## src/rtl/alu_issue_queue.sv

```systemverilog
`default_nettype none
// +--------------------------------------------------------------------------+
// | alu_issue_queue: FIFO issue stage feeding a combinational ALU, with a    |
// | registered, handshaked result. Optional out_zero: ALU_ISSUE_ZERO_FLAG_EN |
// | Revision: 1.0                                                            |
// +--------------------------------------------------------------------------+
module alu_issue_queue #(
  parameter int DEPTH = 4,
  parameter int WIDTH = 8
) (
  input  logic             clk,
  input  logic             rst,
  input  logic             in_valid,
  output logic             in_ready,
  input  logic [2:0]       in_opcode,
  input  logic [WIDTH-1:0] in_a,
  input  logic [WIDTH-1:0] in_b,
  output logic [2:0]       opcode,
  output logic [WIDTH-1:0] a,
  output logic [WIDTH-1:0] b,
  input  logic [WIDTH-1:0] y,
  output logic             out_valid,
  input  logic             out_ready,
  output logic [WIDTH-1:0] out_y,
  output logic [2:0]       out_opcode
`ifdef ALU_ISSUE_ZERO_FLAG_EN
  ,
  output logic             out_zero
`endif
);

  localparam int AW = $clog2(DEPTH);
  localparam int ENTRY_W = 3 + 2 * WIDTH;
  localparam logic [AW:0] FULL = (AW + 1)'(DEPTH);

  logic [ENTRY_W-1:0] mem [DEPTH];
  logic [AW-1:0]      wp;
  logic [AW-1:0]      rp;
  logic [AW:0]        count;
  logic               hv;
  logic               free;
  logic               push;
  logic               pop;

  assign hv       = (count != '0);
  assign free     = !out_valid || out_ready;
  assign in_ready = (count != FULL);
  assign push     = in_valid && in_ready;
  assign pop      = hv && free;

  // Head is zeroed when empty so the ALU sees quiet operands.
  assign {opcode, a, b} = hv ? mem[rp] : '0;

  always_ff @(posedge clk) begin
    if (push) begin
      mem[wp] <= {in_opcode, in_a, in_b};
    end
  end

  always_ff @(posedge clk) begin
    if (rst) begin
      wp         <= '0;
      rp         <= '0;
      count      <= '0;
      out_valid  <= 1'b0;
      out_y      <= '0;
      out_opcode <= '0;
`ifdef ALU_ISSUE_ZERO_FLAG_EN
      out_zero   <= 1'b0;
`endif
    end else begin
      if (push) begin
        wp <= wp + 1'b1;
      end
      if (pop) begin
        rp <= rp + 1'b1;
      end
      case ({push, pop})
        2'b10:   count <= count + 1'b1;
        2'b01:   count <= count - 1'b1;
        default: count <= count;
      endcase
      if (pop) begin
        out_y      <= y;
        out_opcode <= opcode;
        out_valid  <= 1'b1;
`ifdef ALU_ISSUE_ZERO_FLAG_EN
        out_zero   <= (y == '0);
`endif
      end else if (out_valid && out_ready) begin
        out_valid <= 1'b0;
      end
    end
  end

endmodule
`default_nettype wire

```

## config.mk

```make
export PLATFORM = sky130hd
export DESIGN_NAME = alu_issue_queue
export DESIGN_NICKNAME = d
export VERILOG_FILES = /design/src/rtl/alu_issue_queue.sv
export SDC_FILE = /design/constraint.sdc
export NUM_CORES = 1
export LEC_CHECK = 0
export CORE_MARGIN = 4
export CORE_UTILIZATION = 52
export DETAILED_ROUTE_END_ITERATION = 16
export PLACE_DENSITY = 0.78
export SLEW_MARGIN = 30
export SYNTH_ARGS = -nofsm -noshare
export SYNTH_HDL_FRONTEND = slang
export SYNTH_SLANG_ARGS = --single-unit
```

## constraint.sdc

```tcl
create_clock -name clk -period 3.7 [get_ports clk]
set_input_delay 0.74 -clock clk [delete_from_list [all_inputs] [get_ports clk]]
set_output_delay 0.74 -clock clk [all_outputs]
set_load 0.02 [all_outputs]
```

* Word-level counts from Yosys, hierarchy flattened *
Memories as Yosys holds them, arrays and structs flattened. A register that Yosys moved wholly into a read port is not among the register bits.
Index checks and enable logic that the tools add are counted.
W data, S select, Z words.

storage, ports and cells
  flip-flop bits (word level) = 19
  memory bits (writable) = 76
  input port bits = 31
  word-level logic and storage cells = 30
  memories = 1

operators by class
  add/subtract/negate cells = 4
  eq/ne operators = 3
  mux-type cells = 8
  reduce and logical (&&, ||, !) cells = 8

memories
  name  depth  bits a word  rd ports  clocked after memory_dff  write ports  line  text
  mem   4      19           1         1                         1            36    logic [ENTRY_W-1:0] mem [DEPTH];

operators with widths
  operator               number
  $mux W19               1
  $pmux W3 S2            1
  $add A2 B1 Y2 const B  2
  $mux W1                4
  $mux W2                2
  $reduce_bool A2 Y1     2
  $add A3 B1 Y3 const B  1
  $logic_and A1 B1 Y1    3
  $ne A3 B3 Y1 const B   1
  $reduce_bool A3 Y1     1
  $sub A3 B1 Y3 const B  1
  $eq A2 B1 Y1 const B   1
  $eq A2 B2 Y1 const B   1
  $logic_not A1 Y1       1
  $logic_or A1 B1 Y1     1

* Longest topological paths before layout *
Gate-level depths: netlist (run 1).

  depth in word-level cells = 5
  mapped depth = 9
  mapped depth without buffers = 8

* Least setup slack after synthesis (run 1) *
No wires, ideal clock.

  path type = input to register
  start = in in_valid
  end = reg count[2]
  library setup time = 0.070 ns
  data arrival time = 2.105 ns
  required time = 3.630 ns
  path slack = 1.524 ns
  cell stages on the path = 8
  buffers on the path = 1
  cells stage by stage = buf_1 -> nand2_1 -> ha_1 -> inv_1 -> fa_1 -> xor2_1 -> or3_1 -> a21oi_1

between the ends
  longest elaborated chain between the ends = 3
  elaborated cells on any way between the ends = 5
  those cells by class = eq/ne: 2; mux: 1; reduce/logical: 2

ends and longest elaborated chain
  element                                                   line  text
  start: declaration                                        13    input logic in_valid,
  $logic_and A1 B1 Y1 *                                     48    assign push = in_valid && in_ready;
  $eq A2 B1 Y1 / $eq A2 B2 Y1 (equally long branches)       78    case ({push, pop})
  $pmux W3 S2 / $reduce_bool A2 Y1 (equally long branches)  --
  end signal: assignment                                    79    2'b10: count <= count + 1'b1;
  end signal: assignment                                    80    2'b01: count <= count - 1'b1;
  end signal: assignment                                    81    default: count <= count;
  end: declaration                                          39    logic [AW:0] count;

Mark *: on every way between the ends. The rest lies on a longest branch, timed or not.
A chain may end at the register's enable or synchronous reset.

==> results of run 1 <==
## worst max-delay path: cells and delay by family (launching register included)
kind                   cells  cell delay, ns
buffers and inverters      2            0.77
DFF                        1            0.66
muxes                      1            0.51
and+or+nand+nor            1            0.18
## power by group through the flow
| stage | logic [mW] | clock network [mW] | registers [mW] |
|---|---|---|---|
| 2_1_floorplan | 0.849 | 0 | 1.47 |
| 3_3_place_gp | 1.39 | 0 | 1.44 |
| 3_5_place_dp | 1.41 | 0 | 1.45 |
| 4_1_cts | 1.42 | 0.666 | 1.42 |
| 5_1_grt | 1.52 | 0.714 | 1.44 |
| 6_report | 1.39 | 0.648 | 1.42 |
## layout make-up
class                      instances  area [um^2]  area share, %
clock buffer                      11          131           2.78
tap                               96          120           2.54
inverter                           6         22.5          0.477
sequential                        97         2700           57.2
multi-input combinational        111         1000           21.3
timing repair buffer              69          686           14.5
clock inverter                     5         55.1           1.17
## cell families (layout without fill, tap and decap cells)
group	count (synthesis)	after routing	share of synthesized area (%)
DFF	97	97	70.9
and+or+nand+nor	49	49	7.26
AOI/OAI and AO/OA	35	35	4.92
buffers and inverters	20	91	2.76
muxes	19	19	11.5
adders and majority gates	6	6	2.17
xor gates and xnor gates	2	2	0.460
## metrics by stage
stage                     total power, mW  setup WS [ns]  util, %  hold WS [ns]  cell area [um^2]
after floorplan                      2.32           1.52        -         0.473              3810
after global placement               2.83          0.762     65.3         0.462              4530
after detailed placement             2.86          0.679     65.3         0.466              4530
after CTS                            3.50          0.421     68.0         0.478              4720
after global routing                 3.68          0.311     68.0         0.500              4720
final                                3.46          0.487     68.0         0.478              4720
## worst paths after layout
path | slack, ns | endpoint | cells past startpoint
hold reg to reg | 0.48 | out_opcode[2]$_SDFFE_PP0P_ | 2
setup reg to reg | 1.39 | count[2]$_SDFFE_PP0P_ | 8
setup / recovery | 0.49 | opcode[1] | 4
hold / removal | 0.48 | out_opcode[2]$_SDFFE_PP0P_ | 2
## routing by layer
layer | vias to the layer above | GRT usage (%)
met5 | - | 0
met4 | 0 | 7.22
met3 | 10 | 3.62
met2 | 67 | 26.7
met1 | 1032 | 21.9
li1 | 1006 | -
## sequential cells by signal, summed over array words and instances (netlist names), named ones only
signal / count
out_opcode: 3
mem: 76
count: 3
out_valid: 1
wp: 2
out_y: 8
rp: 2
## placed cells by master (no fill, tap or decap), types with 2 or more instances in the layout
cell,Yosys,layout
clkbuf_8,0,9
nor2_1,5,5
a21oi_1,18,18
or3_1,3,2
dfxtp_1,21,21
inv_1,6,6
ha_1,5,5
buf_4,0,6
a21o_1,2,2
o21ai_0,13,13
clkdlybuf4s50_1,0,62
nand3_1,13,13
and3_1,4,4
clkbuf_1,5,2
and2_1,19,19
edfxtp_1,76,76
xor2_1,2,2
mux4_1,3,3
mux4_2,16,16
==> impl_metrics.ini, run 1 <==
[outcome]
status = finished, final reports clean

[timing]
worstMarginPinSlew_ns = 0.753
slew_headroom_pct = 49.7
grt_setup_unrepaired = no
finalHoldViolations = 0
min_period_ns = 3.21
skew_ns = 0.00855
layout_worst_path_cycle_share_pct = 86.8
tns_ns = 0
setup_violations = 0
fmax_mhz = 311
report.final.slew_viol_count = 0

[logic_synthesis]
synth_seq_cells = 97
async_flop_share_pct = 0
syn_nets = 265
synth_top_area_share_pct = 59.9
synth_area_leaders = edfxtp_1 (60%), dfxtp_1 (11%), mux4_2 (9.5%), and2_1 (3.1%), a21oi_1 (2.4%)
ys_top_cells_by_count = edfxtp_1 (76), dfxtp_1 (21), and2_1 (19)
synth_most_common_cell = edfxtp_1
synth_edf_count = 76
avgSynthCellArea_um2 = 16.7
yosys.area.top_type = edfxtp_1
yosysSeqAreaShare_pct = 70.9
syn-cell-area_mm2 = 0.00381
netlist_instances = 228
synth_warnings = 0
synthFlopType = edfxtp_1
yosysUniqueCellTypes = 29

[power_and_ir_drop]
p_switching_mw = 1.13
ir_drop_mv = 0.300
switching_share_pct = 32.6
p_leak_nw = 1.57
pwr-share-clk_pct = 18.7
p_seq_share_pct = 41.0
power_frac_comb_pct = 40.3
intPower_mw = 2.33
power_density_mw_per_mm2 = 733

[setup_path]
cp.arrival_ns = 2.47
slowest_delay_ns = 0.66
setup.worst_path.start_class = flop
cp_slowest_cell = dfxtp_1
r2r-start = count[0]$_SDFFE_PP0P_
required_ns = 2.96
path_cells = buf_12 -> mux4_2 -> and2_1 -> clkdlybuf4s50_1
crit_type = flop to output port
critical_path.max_fanout = 12
end_kind = output port

[detailed_routing]
ant_nets = 0
maxUsedRoutingLayer = met4
met3_wirelength_um = 473
wl_um = 6790
drc = 0
wl_per_cell_um = 17.2
wl_met2_um = 3300
num_vias = 2115
first_pass_iters = 4
dr.first_iter.drc_count = 92
wl_met1_um = 2900
viasPerCell = 5.35

[global_route]
grt_overflow = 0
grt_first_pass_wirelength_um = 10900
antenna_found_initial = 0
grt_max_degree = 32
grt_util_all_layers_pct = 16.6
grt_pass1_vias = 2112

[placed_design]
routabilityCongestion = 0.708
placedCellCount = 379
place_hpwl_um = 4410
port_buffers = 62

[floorplan]
floorplan.initialDensity_pct = 54.9
die_h_um = 93.6
die_w_um = 93.6
io_pins = 63
core_mm2 = 0.00694
rows = 30
die_area_mm2 = 0.00876

[final_layout]
layout-drive-gt1-share_pct = 12.7
stdcell_count = 395
area_growth_pct = 23.9
nNetsFinal = 331
diodes = 0
num-fill-cells = 473

[clocking]
cts_tree = done
cts_sinks = 97
cts_buffer_depth = 2
cts_buffers = 9
clk_pin_slew_ns = 0.08
clock_latency_ns = 0.35
htree_levels = 3
cts_root_buffer = clkbuf_8
cts_setup_buffers = 0
cts-resized-gates = 0
hold_buffers = 0

[hold_path]
holdCritStartpoint = out_opcode[2]$_SDFFE_PP0P_
min_path_type = flop to flop

[run]
drv_cap = 0
No activity file was read; power rests on OpenSTA's default activity.
==> run 2, diff against run 1 <==
--- a/config.mk
+++ b/config.mk
@@ -9,7 +9,7 @@
 export CORE_UTILIZATION = 52
 export DETAILED_ROUTE_END_ITERATION = 16
 export PLACE_DENSITY = 0.78
-export SLEW_MARGIN = 30
+export SLEW_MARGIN = 20
 export SYNTH_ARGS = -nofsm -noshare
 export SYNTH_HDL_FRONTEND = slang
 export SYNTH_SLANG_ARGS = --single-unit
==> run 2 against run 1 <==
Compared with the run above: cell count stayed put; via count unchanged; clock power about the same; register-to-register slack hardly changed; largest cell class unchanged; die area unchanged; first-iteration DRC count did not move; cell area about the same; largest power group unchanged; global-route usage did not move; critical endpoint unchanged.
==> impl_metrics.ini, run 2 (same netlist as run 1, synthesis figures left out) <==
[global_route]
busiest_layer = met2
met3_usage_pct = 3.62
grt_util_all_layers_pct = 16.6
grt_pass1_vias = 2112
grt_util_met2_pct = 26.7
grt_first_pass_wirelength_um = 10900
grt_overflow = 0
grt_max_degree = 32
antenna_found_initial = 0
gr-usage-met1_pct = 21.9

[clocking]
cts-resized-gates = 0
cts_sinks = 97
clk_pin_slew_ns = 0.08
cts_setup_buffers = 0
cts_root_buffer = clkbuf_8
htree_levels = 3
cts_tree = done
cts_buffer_depth = 2
cts_buffers = 9
hold_buffers = 0
clock_latency_ns = 0.35

[setup_path]
regToRegSetupSlack_ns = 1.39
endpoint = opcode[1]
r2r_cells = 8
end_kind = output port
cp.arrival_ns = 2.48
setup.worst_path.start_class = flop
critical_path.max_fanout = 12
required_ns = 2.96
r2r_end = count[2]$_SDFFE_PP0P_
crit_type = flop to output port
r2r-start = count[0]$_SDFFE_PP0P_

[final_layout]
final_common_cell = edfxtp_1
layout-drive-gt1-share_pct = 12.4
multi_input_comb_area_mm2 = 0.00100
diodes = 0
largest_register_ffs = 76
final-seq-area_mm2 = 0.00270
nNetsFinal = 331
reg_top3 = mem x76, out_y x8
mostFrequentLayoutCells = edfxtp_1 (76), clkdlybuf4s50_1 (62), dfxtp_1 (21)
largest-register = mem
area_growth_pct = 23.9
num-fill-cells = 474

[timing]
setup_violations = 0
whs_ns = 0.478
tns_ns = 0
report.final.slew_viol_count = 0
slew_headroom_pct = 35.3
finalHoldViolations = 0
fin_ws_ns = 0.485
skew_ns = 0.00855
grt_setup_unrepaired = no
min_period_ns = 3.22
layout_worst_path_cycle_share_pct = 86.9
worstMarginPinSlew_ns = 0.970
fmax_mhz = 311

[detailed_routing]
ant_nets = 0
num_vias = 2115
first_pass_iters = 4
drc = 0
wl_per_cell_um = 17.2
viasPerCell = 5.35
wl_um = 6790
dr.first_iter.drc_count = 92

[floorplan]
core_mm2 = 0.00694
io_pins = 63
die_w_um = 93.6
die_h_um = 93.6
floorplan.initialDensity_pct = 54.9
rows = 30
die_area_mm2 = 0.00876

[power_and_ir_drop]
ir_drop_mv = 0.300
power_density_mw_per_mm2 = 733
p_leak_nw = 1.57

[placed_design]
place_hpwl_um = 4410
port_buffers = 62
routabilityCongestion = 0.708
pre_cts_slack_ns = 0.679

[hold_path]
holdCritStartpoint = out_opcode[2]$_SDFFE_PP0P_
min_path_type = flop to flop

[outcome]
status = finished, final reports clean

[run]
drv_cap = 0
-- run 2: cell counts in the layout (fill, tap and decap cells not counted) --
No cell type changed its count.
-- run 2: per-layer routing --
layer | part of all wire [%] | up-vias
met3 | 7.0 | 10
met1 | 43 | 1032
met5 | 0 | -
li1 | - | 1006
met4 | 1.6 | 0
met2 | 49 | 67
-- run 2: report_power, final --
| group | internal [mW] | switching, mW |
|---|---|---|
| logic | 0.683 | 0.709 |
| clock network | 0.312 | 0.336 |
| registers | 1.34 | 0.0810 |
-- run 2: layout make-up --
type | instances | area share [%]
sequential | 97 | 57.2
multi-input combinational | 111 | 21.3
timing repair buffer | 69 | 14.5
clock buffer | 11 | 2.78
tap | 96 | 2.54
clock inverter | 5 | 1.17
inverter | 6 | 0.477
-- run 2: how the worst min path moves through the flow --
stage / slack (ns) / depth (start not counted) / endpoint
global route: 0.50 / 2 / out_y[4]$_SDFFE_PP0P_
CTS: 0.48 / 2 / out_y[4]$_SDFFE_PP0P_
floorplan: 0.47 / 2 / count[2]$_SDFFE_PP0P_
global placement: 0.46 / 2 / out_opcode[2]$_SDFFE_PP0P_
finish: 0.48 / 2 / out_opcode[2]$_SDFFE_PP0P_
detailed placement: 0.47 / 2 / out_y[4]$_SDFFE_PP0P_
-- run 2: per-stage QoR --
step / util (%) / cells / instance area [um^2] / power, mW
floorplan: - / 228 / 3810 / 2.32
global placement: 65.3 / 379 / 4530 / 2.83
detailed placement: 65.3 / 379 / 4530 / 2.86
CTS: 68.0 / 395 / 4720 / 3.50
global route: 68.0 / 395 / 4720 / 3.68
finish: 68.0 / 395 / 4720 / 3.46
-- run 2: critical path: stages (launching register included) --
cell,delay [ns]
dfxtp_1,0.66
buf_12,0.23
mux4_2,0.51
and2_1,0.18
clkdlybuf4s50_1,0.55
